File: src/rtl/mul_pkg.sv
// Shared types and helpers for the multi-cycle multiplier.
package mul_pkg;

  typedef enum logic [1:0] {
    MUL    = 2'd0,
    MULH   = 2'd1,
    MULHSU = 2'd2,
    MULHU  = 2'd3
  } mul_op_e;

  typedef enum logic [1:0] {
    IDLE     = 2'd0,
    MUL_ITER = 2'd1,
    FINISH   = 2'd2
  } mul_state_e;

  function automatic logic is_high_op(input mul_op_e op);
    return op != MUL;
  endfunction

endpackage

File: src/rtl/mul_step.sv
// One shift-add iteration: acc + ((mag_a * bits) << (pos * BITS_PER_CYCLE)).
module mul_step #(
  parameter int unsigned WIDTH          = 32,
  parameter int unsigned BITS_PER_CYCLE = 2,
  parameter int unsigned CNT_W          = 5
) (
  input  logic [2*WIDTH-1:0]        i_acc,
  input  logic [WIDTH-1:0]          i_mag_a,
  input  logic [BITS_PER_CYCLE-1:0] i_bits,
  input  logic [CNT_W-1:0]          i_pos,
  output logic [2*WIDTH-1:0]        o_acc
);

  logic [WIDTH+BITS_PER_CYCLE-1:0] w_pp;
  logic [2*WIDTH-1:0]              w_pp_shifted;

  always_comb begin
    w_pp         = (WIDTH+BITS_PER_CYCLE)'(i_mag_a) * (WIDTH+BITS_PER_CYCLE)'(i_bits);
    w_pp_shifted = (2*WIDTH)'(w_pp) << (i_pos * BITS_PER_CYCLE);
    o_acc        = i_acc + w_pp_shifted;
  end

endmodule

File: src/rtl/mul_multicycle_param.sv
// Multi-cycle RV32M-style multiplier (MUL/MULH/MULHSU/MULHU) with req/ack/busy handshake.
module mul_multicycle_param
  import mul_pkg::*;
#(
  parameter int unsigned WIDTH          = 32,
  parameter int unsigned BITS_PER_CYCLE = 2
) (
  input  logic             clk,
  input  logic             rst,
  input  logic             req,
  input  logic [1:0]       op,
  input  logic [WIDTH-1:0] a,
  input  logic [WIDTH-1:0] b,
  output logic [WIDTH-1:0] out,
  output logic             ack,
  output logic             busy
);

  localparam int unsigned N     = WIDTH / BITS_PER_CYCLE;
  localparam int unsigned CNT_W = $clog2(N + 1);

  mul_state_e         r_state;
  mul_op_e            r_op;
  logic               r_sign_a;
  logic               r_sign_b;
  logic [WIDTH-1:0]   r_mag_a;
  logic [WIDTH-1:0]   r_mag_b;
  logic [2*WIDTH-1:0] r_acc;
  logic [CNT_W-1:0]   r_cnt;
  logic [WIDTH-1:0]   r_out;
  logic               r_ack;

  mul_op_e            w_op;
  logic               w_sign_a;
  logic               w_sign_b;
  logic [2*WIDTH-1:0] w_acc_next;
  logic [2*WIDTH-1:0] w_prod;

  assign w_op     = mul_op_e'(op);
  assign w_sign_a = ((w_op == MULH) || (w_op == MULHSU)) && a[WIDTH-1];
  assign w_sign_b = (w_op == MULH) && b[WIDTH-1];
  assign w_prod   = (r_sign_a ^ r_sign_b) ? -r_acc : r_acc;

  assign out  = r_out;
  assign ack  = r_ack;
  assign busy = (r_state != IDLE);

  // Multiplier magnitude shifts right each iteration, so the step always sees its low bits.
  mul_step #(
    .WIDTH          (WIDTH),
    .BITS_PER_CYCLE (BITS_PER_CYCLE),
    .CNT_W          (CNT_W)
  ) u_step (
    .i_acc   (r_acc),
    .i_mag_a (r_mag_a),
    .i_bits  (r_mag_b[BITS_PER_CYCLE-1:0]),
    .i_pos   (r_cnt),
    .o_acc   (w_acc_next)
  );

  always_ff @(posedge clk) begin
    if (rst) begin
      r_state  <= IDLE;
      r_op     <= MUL;
      r_sign_a <= 1'b0;
      r_sign_b <= 1'b0;
      r_mag_a  <= '0;
      r_mag_b  <= '0;
      r_acc    <= '0;
      r_cnt    <= '0;
      r_out    <= '0;
      r_ack    <= 1'b0;
    end else begin
      r_ack <= 1'b0;
      case (r_state)
        IDLE: begin
          if (req) begin
            r_op     <= w_op;
            r_sign_a <= w_sign_a;
            r_sign_b <= w_sign_b;
            r_mag_a  <= w_sign_a ? -a : a;
            r_mag_b  <= w_sign_b ? -b : b;
            r_acc    <= '0;
            r_cnt    <= '0;
            r_state  <= MUL_ITER;
          end
        end
        MUL_ITER: begin
          r_acc   <= w_acc_next;
          r_mag_b <= r_mag_b >> BITS_PER_CYCLE;
          r_cnt   <= r_cnt + 1'b1;
          if (r_cnt == CNT_W'(N - 1)) r_state <= FINISH;
        end
        FINISH: begin
          r_out   <= is_high_op(r_op) ? w_prod[2*WIDTH-1:WIDTH] : w_prod[WIDTH-1:0];
          r_ack   <= 1'b1;
          r_state <= IDLE;
        end
        default: r_state <= IDLE;
      endcase
    end
  end

endmodule

File: config.mk
export PLATFORM = sky130hd
export DESIGN_NAME = mul_multicycle_param
export DESIGN_NICKNAME = d
export VERILOG_FILES = /design/src/rtl/mul_pkg.sv /design/src/rtl/mul_step.sv /design/src/rtl/mul_multicycle_param.sv
export SDC_FILE = /design/constraint.sdc
export NUM_CORES = 1
export LEC_CHECK = 0
export CORE_UTILIZATION = 65
export DETAILED_ROUTE_END_ITERATION = 8
export PLACE_DENSITY = 0.91
export SLEW_MARGIN = 15
export SYNTH_ARGS = -nofsm -noshare
export SYNTH_HDL_FRONTEND = slang
export SYNTH_SLANG_ARGS = --single-unit
File: constraint.sdc
create_clock -name clk -period 13.7 [get_ports clk]
set_input_delay 2.74 -clock clk [delete_from_list [all_inputs] [get_ports clk]]
set_output_delay 2.74 -clock clk [all_outputs]
set_load 0.01 [all_outputs]
* Word-level counts from Yosys, hierarchy flattened
Cells that the tools add are included.
Cells by class: add/subtract/negate cells 5, $mul 1, divide/modulo/power cells 0, order comparisons 0, equal/unequal tests 7, shifts and indexed selects 1, muxes and demuxes 14, bitwise gates (word level) 1, reductions and logical operators 10
Operator list (count):
- $mux W32 | 4
- $mux W64 | 2
- $pmux W64 S2 | 1
- $add A64 B64 Y64 | 1
- $neg A32 Y32 | 2
- $neg A64 Y64 | 1
- $pmux W32 S2 | 1
- $shl A34 B6 Y64 | 1
- $mul A32 B2 Y34 | 1
- $pmux W5 S2 | 1
- $reduce_and A2 Y1 | 3
- $reduce_bool A2 Y1 | 3
- $add A5 B1 Y5 const B | 1
- $eq A5 B4 Y1 const B | 1
- $mux W5 | 1
- $eq A2 B1 Y1 const B | 2
- $eq A2 B2 Y1 const B | 2
- $mux W2 | 2
- $ne A2 B2 Y1 const B | 2
- $pmux W2 S2 | 1
- $logic_and A1 B1 Y1 | 2
- $logic_not A2 Y1 | 1
- $logic_or A1 B1 Y1 | 1
- $mux W1 | 1
- $xor A1 B1 Y1 | 1
Storage, ports and cells: bits in registers 172, latch bits 0, RAM bits 0, memory bits (read-only) 0, input port bits 69, output and inout port bits 34, word-level logic and storage cells 49, memories kept 0

* Depth between registers and ports, before layout
depth after elaboration 5, mapped depth 31, gate-level depth less buffers 29

* By module
Synthesis repeated with hierarchy kept, for this count alone.
Unflattened totals: cell total of the unflattened synthesis 2516, area, all modules 18132.4 µm²
By module, submodules not included:
- mul_multicycle_param | instances 1, cells an instance 1245, area each 9593.0 µm², sequential area each 3443.3 µm²
- mul_step | instances 1, cells an instance 1271, area each 8539.4 µm², sequential area each 0.0 µm²

* Worst setup path before layout
No wires, ideal clock.
path type reg-to-reg, start register r_mag_b[0], end register r_acc[57], library setup time 0.117 ns, data arrival time 6.319 ns, required time 13.583 ns, slack 7.264 ns, cell stages (with the launch flop) 28, buffers on the path 2, period minus slack after synthesis 6.436 ns, cells stage by stage dfxtp_1 > clkbuf_1 > clkbuf_1 > and2_1 > ha_1 > inv_1 > fa_1 > nand2b_1 > a21o_2 > a2111oi_1 > or3_4 > a211oi_1 > or3_4 > mux4_2 > mux2_4 > a21o_1 > and2_1 > ha_1 > and2_1 > nor2b_1 > nand3_1 > or4b_1 > a211oi_2 > a31o_2 > or4_1 > a41oi_1 > xnor2_1 > a22o_1
On the way: longest elaborated chain between the ends 4
RTL lines:
- start: declaration | line mul_multicycle_param.sv:27 | logic [WIDTH-1:0] r_mag_b;
- start signal: assignment | line mul_multicycle_param.sv:82 | r_mag_b <= w_sign_b ? -b : b;
- start signal: assignment | line mul_multicycle_param.sv:90 | r_mag_b <= r_mag_b >> BITS_PER_CYCLE;
- $mul A32 B2 Y34 | line mul_step.sv:18 | w_pp = (WIDTH+BITS_PER_CYCLE)'(i_mag_a) * (WIDTH+BITS_PER_CYCLE)'(i_bits);
- $shl A34 B6 Y64 | line mul_step.sv:19 | w_pp_shifted = (2*WIDTH)'(w_pp) << (i_pos * BITS_PER_CYCLE);
- $add A64 B64 Y64 | line mul_step.sv:20 | o_acc = i_acc + w_pp_shifted;
- $pmux W64 S2 | line mul_multicycle_param.sv:75 | case (r_state)
- end signal: assignment | line mul_multicycle_param.sv:89 | r_acc <= w_acc_next;
- end: declaration | line mul_multicycle_param.sv:28 | logic [2*WIDTH-1:0] r_acc;
No other way between the ends. A chain may end at the register's enable or synchronous reset.

* Worst setup path after layout
start register r_mag_b[0], end register r_acc[56]
Same word-level chain as after synthesis.

==> metrics.txt <==
status finished clean; vias in the first global route 16.2k; DRT antenna net count 0; Power per Cell Area roughly 77 mW/mm2; Port Buffers between 100 and 150; synthesized-area fraction occupied by adder cells 7.78%; logic gate share of total power about a quarter; H-tree levels 4; total CTS buffers 17; share of layout cells above drive strength 1 a little over 4%; top cells by count, synth nand2_1, a21oi_1, nor2_1; Reg power frac 38.3%; initial drt markers 1686; first-pass GRT wire length 83.7 mm; mux share of post-synthesis cell area roughly 3.4%; WP data arrival about 8400 ps; number of synthesized flops with an enable pin 0; CTS Hold Bufs 0; Yosys reg bits 172; Max Clock Skew 18.6 ps; Filler cells 2036; Clock Path Buffers 2; maximum VDD drop between 0.07 and 0.08 mV; setup_tns 0 ps; Synth Instances 2328; vias per cell 6.66; Internal Pwr Total ~910 uW; post-place setup slack 5910 ps; Switch Pwr between 400 and 500 uW; CTS tree built; WS Path Type flop to flop; Core ar. 0.0253 mm2; Area Growth Syn to Fin 9.79%; min Tclk post-route approximately 8000 ps; clock edge transition at the registers on the reported setup and hold paths ~80 ps; io pins a little over 100; xor-xnor portion of the synthesized cell area between 10% and 20%; slew margin rel. 34.1%; Inserted Diodes 0; worst-path fanout max 36; largest family of logic cells by synthesized area compound AO/OA/AOI/OAI gates; DRC errors left 0; initial antenna violation count 0; critical path launch point type flop; leading area contributor after synthesis dfxtp_1; Slew Limit Fails 0; via count 17.7k; Tcrit/Tclk final between 50% and 60%; postcts setup bufs 0; Seq/Total Area, Yosys 20.5%; Syn Nets around 2.5k; HP Class flop to flop; top-area cell type share of the netlist area approximately 21%; Cell Area, Synth 0.0168 mm2; pin count of the biggest net entering global routing 100; # resized after CTS 0; First-pass DRT Iterations 8; initial core utilization roughly 66%; hpwl dp 40.6 mm; Net Sw Frac a little over a third; final setup vio count 0; clk_lat worst skew approximately 460 ps; Setup crit end kind flop; number of max-cap violations 0; WL/cell between 20 and 25 um; ys async rst share 0%; Most used DFF post-synth dfxtp_1; row cnt 58; Hold Vio Cnt, Final 0; RSZ-0062 raised after global routing no; gp weighted congestion between 1 and 1.5; Worst Max-Slew Pin Slew 987 ps; die footprint about 0.026 mm2; WHS 459 ps; P_leak slightly below 0.008 uW; Die Y ~160 um; Syn Area/Cell a little over 7 um2; ranking of synthesized cells by area dfxtp_1, ha_1, a21oi_1; DRT Wirelength 53.1 mm; yosys warns 0; WP data required between 10000 and 15000 ps; post-synthesis compound-gate area fraction 29.8%; Root Buffer clkbuf_16; die width around 160 um; GRT overflow 0; total global-route track usage between 30% and 40%; Post-Synth Simple-Gate Area about a quarter; Max Fclk about 120 MHz; Synth cell types 88; clk sinks roughly 170; layout net count approximately 2.5k; PnR worst setup slack between 5000 and 6000 ps; Clk pwr share roughly 38%; count leader, synth nand2_1
-- placed cells by master, fill, tap and decap left out, drive strengths merged, types with 6 or more instances in the layout --
cell type      synthesis  final
a211oi                37     37
o22ai                 15     15
mux2                   7      7
clkbuf               133     17
xor2                  94     94
o31ai                 20     20
a311oi                 9      9
or3                   30     30
o21bai                12     12
a21boi                 8      8
o21ai                141    141
o21a                  11     11
mux2i                 35     35
nand2                264    264
dfxtp                172    172
nand2b                16     16
nor2                 231    231
o211ai                40     40
clkdlybuf4s50          0    101
nor2b                 19     19
o41ai                  9      9
nor3                  39     39
mux4                   6      6
ha                   101    101
a22oi                 46     46
and3                  19     19
a21oi                253    253
nand4                 25     25
a21o                  77     77
inv                   37     44
xnor2                108    108
nor3b                  8      8
a22o                  33     33
buf                   24     18
nand3                 55     55
clkinv                 3     10
and2                  80     80
nor4                  18     18
or4                    8      8
a31oi                 25     25
-- metal layers --
metal / share of wire [%] / track usage (%)
met4: 6.0 / 23.6
met1: 40 / 47.2
met2: 47 / 68.3
met5: 0 / 0
met3: 6.8 / 5.45
-- kinds of logic (layout without fill, tap and decap cells) --
family	Yosys count	after routing
AOI/OAI and AO/OA	778	778
buffers and inverters	197	191
adders and majority gates	103	103
DFF	172	172
muxes	48	48
xor gates and xnor gates	202	202
and+or+nand+nor	828	828
-- through the flow --
| stage | utilization [%] | cell area (um2) | instances | power, uW |
|---|---|---|---|---|
| after floorplan | - | 16800 | 2328 | 778 |
| after global placement | 70.3 | 17700 | 2619 | 870 |
| after detailed placement | 70.3 | 17700 | 2619 | 879 |
| after CTS | 72.8 | 18400 | 2651 | 1400 |
| after global routing | 72.9 | 18400 | 2652 | 1460 |
| final | 72.9 | 18400 | 2652 | 1410 |
-- worst paths after layout --
check / startpoint / end / slack, ps / cells past startpoint
setup reg to reg: r_mag_b[0]$_SDFFE_PP0P_ / r_acc[56]$_SDFFE_PP0P_ / 5680 / 27
hold reg to reg: out[20]$_SDFFE_PP0P_ / out[20]$_SDFFE_PP0P_ / 460 / 2
setup / recovery: r_mag_b[0]$_SDFFE_PP0P_ / r_acc[56]$_SDFFE_PP0P_ / 5680 / 27
hold / removal: out[20]$_SDFFE_PP0P_ / out[20]$_SDFFE_PP0P_ / 460 / 2
-- sequential cells by signal (all words and copies together), names as in the netlist --
name and cells:
r_cnt 5, r_mag_b 32, r_sign_a 1, r_op 2, r_sign_b 1, r_acc 64
ack 1, out 32, r_mag_a 32, r_state 2
-- power groups by stage --
stage | clock network [uW] | logic (uW) | registers (uW)
after floorplan | 0 | 236 | 542
after global placement | 0 | 320 | 550
after detailed placement | 0 | 328 | 551
after CTS | 533 | 330 | 539
after global routing | 553 | 367 | 543
final | 533 | 339 | 540
-- worst max-delay path, cell delays in order (launching register included) --
cell and delay [ps]:
dfxtp_1 970, nand2_1 210, inv_1 110, ha_1 240, a211oi_1 470, o211ai_1 230, nand2_1 150, nor3_1 80
nor3_1 410, o21ai_1 160, xor2_1 190, mux4_2 540, mux2_2 300, o21ai_0 440, nor2_1 90, ha_1 420
nand3_1 160, nor4_1 270, o311ai_0 190, nand2_1 110, nor2_1 110, o31ai_1 710, a21boi_0 340, o31a_1 400
o21ai_0 170, a21oi_1 100, xnor2_1 130, a22o_1 190
-- layout make-up --
cell class                      count  area [um2]  area share (%)
Inverter                           40         150           0.816
Sequential cell                   172        3440            18.7
Clock buffer                       17         425            2.31
Tap cell                          330         413            2.24
Timing Repair Buffer              119        1160            6.29
Multi-Input combinational cell   1959       12600            68.5
Clock inverter                     15         210            1.14
No activity file was read; power rests on OpenSTA's default activity.
